File: config.mk
export PLATFORM = sky130hd
export DESIGN_NAME = trap_ctrl
export DESIGN_NICKNAME = d
export VERILOG_FILES = /design/src/rtl/trap_ctrl.sv
export SDC_FILE = /design/constraint.sdc
export NUM_CORES = 1
export LEC_CHECK = 0
export BUFFER_PORTS_ARGS = -buffer_cell sky130_fd_sc_hd__buf_2
export CORE_UTILIZATION = 39
export DETAILED_ROUTE_END_ITERATION = 8
export PLACE_DENSITY = 0.79
export SLEW_MARGIN = 10
export SYNTH_ARGS = -nofsm -noshare
export SYNTH_HDL_FRONTEND = slang
export SYNTH_SLANG_ARGS = --single-unit
File: constraint.sdc
create_clock -name clk -period 2.89 [get_ports clk]
set_input_delay 0.289 -clock clk [delete_from_list [all_inputs] [get_ports clk]]
set_output_delay 0.289 -clock clk [all_outputs]
set_load 0.02 [all_outputs]
File: src/rtl/trap_ctrl.sv
// trap_ctrl: sequences synchronous exceptions, interrupts and mret into a trap pulse
// followed by a fetch redirect. Interrupt support is compiled in with `define TRAP_CTRL_IRQ_EN.
module trap_ctrl #(
   parameter int WAIT_CYCLES = 2
) (
   input  logic        clk,
   input  logic        rst,
   input  logic        ex_valid,
   input  logic [31:0] ex_pc,
   input  logic [31:0] ex_addr,
   input  logic        insn_misaligned,
   input  logic        illegal_insn,
   input  logic        ebreak,
   input  logic        ecall,
   input  logic        load_misaligned,
   input  logic        store_misaligned,
   input  logic        mret,
   input  logic        ext_irq,
   input  logic        irq_en,
   input  logic [31:0] mtvec_rdata,
   input  logic [31:0] mepc_rdata,
   output logic        trap,
   output logic [4:0]  trap_src,
   output logic [31:0] trap_pc,
   output logic [31:0] trap_addr,
   output logic        redirect,
   output logic [31:0] redirect_pc,
   output logic        pipe_flush,
   output logic        busy,
   output logic [1:0]  dbg_state
);

   typedef enum logic [1:0] {
      S_IDLE     = 2'd0,
      S_TRAP     = 2'd1,
      S_WAIT     = 2'd2,
      S_REDIRECT = 2'd3
   } state_t;

   localparam logic [1:0] CNT_LOAD = 2'(WAIT_CYCLES - 1);

   state_t      r_state;
   logic [1:0]  r_cnt;
   logic        r_trap;
   logic [4:0]  r_trap_src;
   logic [31:0] r_trap_pc;
   logic [31:0] r_trap_addr;
   logic        r_redirect;
   logic [31:0] r_redirect_pc;
   logic        r_pipe_flush;
   logic        r_busy;

   logic        w_exc;
   logic [3:0]  w_code;
   logic        w_zero_addr;
   logic        w_irq;
   logic        w_take;
   logic        w_unused;

   // Exception priority encoder; ebreak/ecall carry no meaningful address.
   always_comb begin
      w_exc       = 1'b1;
      w_code      = 4'd0;
      w_zero_addr = 1'b0;
      if (insn_misaligned) begin
         w_code = 4'd0;
      end else if (illegal_insn) begin
         w_code = 4'd2;
      end else if (ebreak) begin
         w_code      = 4'd3;
         w_zero_addr = 1'b1;
      end else if (ecall) begin
         w_code      = 4'd11;
         w_zero_addr = 1'b1;
      end else if (load_misaligned) begin
         w_code = 4'd4;
      end else if (store_misaligned) begin
         w_code = 4'd6;
      end else begin
         w_exc = 1'b0;
      end
   end

`ifdef TRAP_CTRL_IRQ_EN
   assign w_irq    = ext_irq & irq_en & ~w_exc;
   assign w_unused = ^mtvec_rdata[1:0];
`else
   assign w_irq    = 1'b0;
   assign w_unused = ^{ext_irq, irq_en, mtvec_rdata[1:0]};
`endif

   assign w_take = ex_valid & (w_exc | w_irq);

   always_ff @(posedge clk or posedge rst) begin
      if (rst) begin
         r_state       <= S_IDLE;
         r_cnt         <= 2'd0;
         r_trap        <= 1'b0;
         r_trap_src    <= 5'd0;
         r_trap_pc     <= 32'd0;
         r_trap_addr   <= 32'd0;
         r_redirect    <= 1'b0;
         r_redirect_pc <= 32'd0;
         r_pipe_flush  <= 1'b0;
         r_busy        <= 1'b0;
      end else begin
         r_trap        <= 1'b0;
         r_redirect    <= 1'b0;
         r_pipe_flush  <= 1'b0;
         r_redirect_pc <= 32'd0;
         case (r_state)
            S_IDLE: begin
               if (w_take) begin
                  r_state     <= S_TRAP;
                  r_trap      <= 1'b1;
                  r_busy      <= 1'b1;
                  r_trap_src  <= w_exc ? {1'b0, w_code} : 5'h1B;
                  r_trap_pc   <= ex_pc;
                  r_trap_addr <= (w_zero_addr || !w_exc) ? 32'd0 : ex_addr;
               end else if (ex_valid && mret) begin
                  r_state       <= S_REDIRECT;
                  r_redirect    <= 1'b1;
                  r_pipe_flush  <= 1'b1;
                  r_redirect_pc <= mepc_rdata;
                  r_busy        <= 1'b1;
               end
            end
            S_TRAP: begin
               r_state <= S_WAIT;
               r_cnt   <= CNT_LOAD;
            end
            S_WAIT: begin
               // Counter reaching zero ends the last idle cycle.
               if (r_cnt == 2'd0) begin
                  r_state       <= S_REDIRECT;
                  r_redirect    <= 1'b1;
                  r_pipe_flush  <= 1'b1;
                  r_redirect_pc <= {mtvec_rdata[31:2], 2'b00};
               end else begin
                  r_cnt <= r_cnt - 2'd1;
               end
            end
            S_REDIRECT: begin
               r_state <= S_IDLE;
               r_busy  <= 1'b0;
            end
            default: begin
               r_state <= S_IDLE;
               r_busy  <= 1'b0;
            end
         endcase
      end
   end

   assign trap        = r_trap;
   assign trap_src    = r_trap_src;
   assign trap_pc     = r_trap_pc;
   assign trap_addr   = r_trap_addr;
   assign redirect    = r_redirect;
   assign redirect_pc = r_redirect_pc;
   assign pipe_flush  = r_pipe_flush;
   assign busy        = r_busy;
   assign dbg_state   = r_state;

endmodule
Word level (Yosys, flattened, before mapping)
Cells that the tools add are included.

Output and inout bits: 107. Input port bits: 140. Flip-flop bits (word level): 108.

Equality and inequality tests: 6. Bitwise gates (word level): 1. Mux-type cells: 37. $add $sub $neg: 1. Reductions and logical operators: 11.

Operators by type and width (count): 32-bit two-way mux (4); 32-bit one-hot mux with 2 select lines (1); 1-bit two-way mux (17); 4-bit two-way mux (4); 2-bit two-way mux (4); 2-bit one-hot mux with 4 select lines (1); 2-bit AND reduction (4); 3-bit two-way mux (2); 5-bit two-way mux (1); 2-bit equality test, second input constant (2); 2-bit logical NOT (2); 2-bit != test, second input constant (2); 1-bit one-hot mux with 2 select lines (2); 2-bit one-hot mux with 2 select lines (1); 2-bit nonzero test (2); 3-bit != test, second input constant (1); 2-bit by 1-bit equality test with 1-bit output, second input constant (1); 2-bit by 1-bit subtractor with 2-bit output, second input constant (1); 1-bit bitwise AND (1); 1-bit logical AND (1); 1-bit logical NOT (1); 1-bit logical OR (1).

Depth between registers and ports, before layout
Word-level depth: 9. Gate-level depth with buffers: 8. Gate-level depth less buffers: 6.

Worst setup path before layout
OpenSTA, ideal clock, no wires.

Path type: reg2reg. From: register r_state[1] (netlist: dbg_state[1]). To: register r_state[1] (netlist: dbg_state[1]). Stages on the path, launching flop included: 8. Data arrival time: 1.629 ns. Slack: 1.182 ns. Setup time: 0.080 ns. Period minus slack after synthesis: 1.708 ns. Required time: 2.810 ns. Cells stage by stage: dfrtp_1 > inv_1 > ha_1 > nand3_1 > nor4_4 > buf_6 > a21oi_2 > o22ai_2.

Word-level cells in the longest chain between the ends: 3. Elaborated cells on any way between the ends: 8. Those cells by class: 5 x eq/ne; 1 x mux; 2 x reduce/logical.

RTL lines: from (decl) (RTL line 42) `state_t r_state;`; from (signal assigned) (RTL line 96) `r_state <= S_IDLE;`; from (signal assigned) (RTL line 114) `r_state <= S_TRAP;`; from (signal assigned) (RTL line 121) `r_state <= S_REDIRECT;`; 2-bit equality test / 2-bit logical NOT (equally long branches) (RTL line 111) `case (r_state)`; 2-bit != test (no line) / 3-bit != test (equally long branches); 2-bit AND reduction (no line).

Parallel ways exist; a longest one is shown, timed or not. A chain may end at the register's enable or synchronous reset.

Final worst setup path
From: register r_state[0] (netlist: dbg_state[0]). To: register r_trap_addr[5] (netlist: trap_addr[5]).

Word-level cells in the longest chain between the ends: 2.

RTL lines: 2-bit logical NOT (RTL line 111); 2-bit AND reduction (no line); to (signal assigned) (RTL line 119) `r_trap_addr <= (w_zero_addr || !w_exc) ? 32'd0 : ex_addr;`; to (decl) (RTL line 47) `logic [31:0] r_trap_addr;`.

No other way between the ends.

==> metrics.cfg <==
[worst_setup_path]
crit_required_ps=3180
slowest_stage=inv_2
endpoint_kind=flip-flop
worstSetupPathType=reg -> reg
cp_max_fo=65
path_buf_inv=2
max_stage_delay_ps=740
start_kind=flip-flop
cp.arrival_ps=2480
cp_top_family=buffers and inverters
crit_chain=inv_1 -> ha_1 -> o311ai_4 -> inv_2 -> nand3_1 -> nand2_1

[route]
dr_total_vias=3729
final_antenna_net_count=0
dr.pass1.iters=4
vias_per_cell=4.781
drt-total-wl_um=10830
wl_per_cell_um=13.88
drc=0
drtIter0Drc=338

[cts]
hold_buffers=0
numCtsBuffers=9
cts-resized-gates=0
cts_tree=built
cts.sinks=108
htree_num_levels=3
clk_pin_slew_ps=100
cts_setup_buffers=0
cts_buffer_depth=2
clk_latency_ps=370
cts-root-buf=clkbuf_8

[outcome]
status=completed

[placement]
dp_hpwl_um=7941
dp.cells=765
dpl-instance-area_um2=5544
gp_congestion=0.7998
port_buffers=242

[global_routing]
grt_pass1_vias=3569
grt_util_all_layers=0.1924
antenna_found_initial=0
grt_max_degree=109
grt_first_pass_wirelength_um=16790
grt_overflow=0

[floorplanning]
chipHeight_um=106.6
fp.dieW_um=106.6
ios=247
initial_core_util=0.4079
rows=37
core-area_um2=10460
die_area_um2=11370

[final_layout]
multi_input_area_um2=1373
final_nets=784
area_growth_pct=34.71
fillers=975
insertedDiodeCount=0
fin_area_um2=5749
finalNonFillerCells=780
final_common_cell=buf_2
final_cell_mix=buf_2 (242), nand2_1 (166), dfrtp_1 (108)
seq_area_um2=2703
drive_gt1_frac=0.4208
final_util=0.5495

[yosys]
synth_seq_cells=108
syn_avg_cell_area_um2=10.49
synth_edf_count=0
syn_nets=551
synth.distinct_cells=31
syn-instance-count=407
yosys_most_used_dff=dfrtp_1
yosysSeqAreaShare=0.6332
ys_warn_count=0
async_flop_share=1.000
netlist_area_um2=4268

[pwr]
power_density_nw_per_um2=933.1
ir_worst_vdd_v=0.0004473
p_leak_nw=3.384

[timing]
fmax_ghz=0.4566
tightest_slew_ps=1048
final.min_clock_period_ps=2190
period_share=0.7578
drv_slew=0
rsz0062_at_grt=false
relSlewSlack=0.3016
fin_hold_ws_ps=23.39
finalHoldViolCount=0
setup_violations=0
fin_tns_setup_ps=0
skew_ps=11.22

[hold_path]
hold_path.class=in -> async

[flow_run]
drv_cap=0

[power breakdown]
group	internal, W	switching, W
logic	0.000709	0.00146
clock network	0.000481	0.000489
registers	0.00199	0.000238
[sequential cells by signal (all words and copies together) (netlist names)]
name	flops
trap_addr	32
r_cnt	2
trap	1
busy	1
pipe_flush	1
trap_pc	32
dbg_state	2
trap_src	5
redirect_pc	32
[metal layers]
layer | vias to the layer above | GRT usage | wire length (µm)
li1 | 1796 | - | -
met1 | 1731 | 0.2054 | 4027
met2 | 180 | 0.3553 | 5761
met3 | 22 | 0.04195 | 752
met4 | 0 | 0.09687 | 289
met5 | - | 0 | 0
[metrics by stage]
step / setup WS (ps) / power [W]
CTS: 665.8 / 0.005428
global route: 496.7 / 0.005722
detailed placement: 628.5 / 0.004448
global placement: 691.7 / 0.004337
floorplan: 1182 / 0.003689
finish: 699.8 / 0.005365
[layout make-up]
type,count,area share
Sequential cell,108,0.4701
Multi-Input combinational cell,265,0.2387
Timing Repair Buffer,247,0.2194
Tap cell,136,0.02960
Clock buffer,10,0.02220
Clock inverter,5,0.01349
Inverter,9,0.006529
[worst register-to-register path: cells and delay by family, from the launching register on]
family | cells | cell delay [ps]
flops | 1 | 430
simple gates | 2 | 370
compound gates | 1 | 150
buf+inv | 2 | 840
fa+ha+maj | 1 | 310
[logic make-up (layout without fill, tap and decap cells)]
kind of cell | Yosys count | count (layout) | synth area share
AO/OA/AOI/OAI | 46 | 46 | 0.09469
adder cells (fa/ha/maj) | 4 | 4 | 0.01173
buffers and inverters | 34 | 271 | 0.04837
flip-flops | 108 | 108 | 0.6332
multiplexers | 1 | 1 | 0.002345
AND/OR/NAND/NOR | 214 | 214 | 0.2096
[cells in the mapped netlist, types with 2 or more instances]
| library cell | n | area (µm²) |
|---|---|---|
| a21oi_1 | 3 | 15.01 |
| a22o_1 | 30 | 262.8 |
| and2_1 | 4 | 25.02 |
| buf_2 | 3 | 15.01 |
| buf_4 | 10 | 75.07 |
| buf_6 | 5 | 56.30 |
| clkbuf_1 | 7 | 26.28 |
| dfrtp_1 | 108 | 2703 |
| ha_1 | 4 | 50.05 |
| inv_1 | 8 | 30.03 |
| nand2_1 | 166 | 623.1 |
| nand2b_1 | 2 | 12.51 |
| nand3_1 | 34 | 170.2 |
| nor2_1 | 3 | 11.26 |
| o21ai_0 | 2 | 10.01 |
| o31ai_1 | 2 | 15.01 |
| o41ai_1 | 2 | 17.52 |
[worst paths after layout]
path,depth (start not counted),from,slack [ps],to
worst max-delay path,6,dbg_state[0]$_DFFE_PP0P_,700,trap_addr[5]$_DFFE_PP0P_
worst min register to register,2,trap_addr[30]$_DFFE_PP0P_,470,trap_addr[30]$_DFFE_PP0P_
worst max register to register,6,dbg_state[0]$_DFFE_PP0P_,700,trap_addr[5]$_DFFE_PP0P_
max in group asynchronous,3,rst,2370,trap_addr[2]$_DFFE_PP0P_
min in group clk,3,ex_pc[28],100,trap_pc[28]$_DFFE_PP0P_
worst min-delay path,3,rst,20,redirect_pc[26]$_DFF_PP0_
Note: power is estimated with default switching activity, not from simulation.
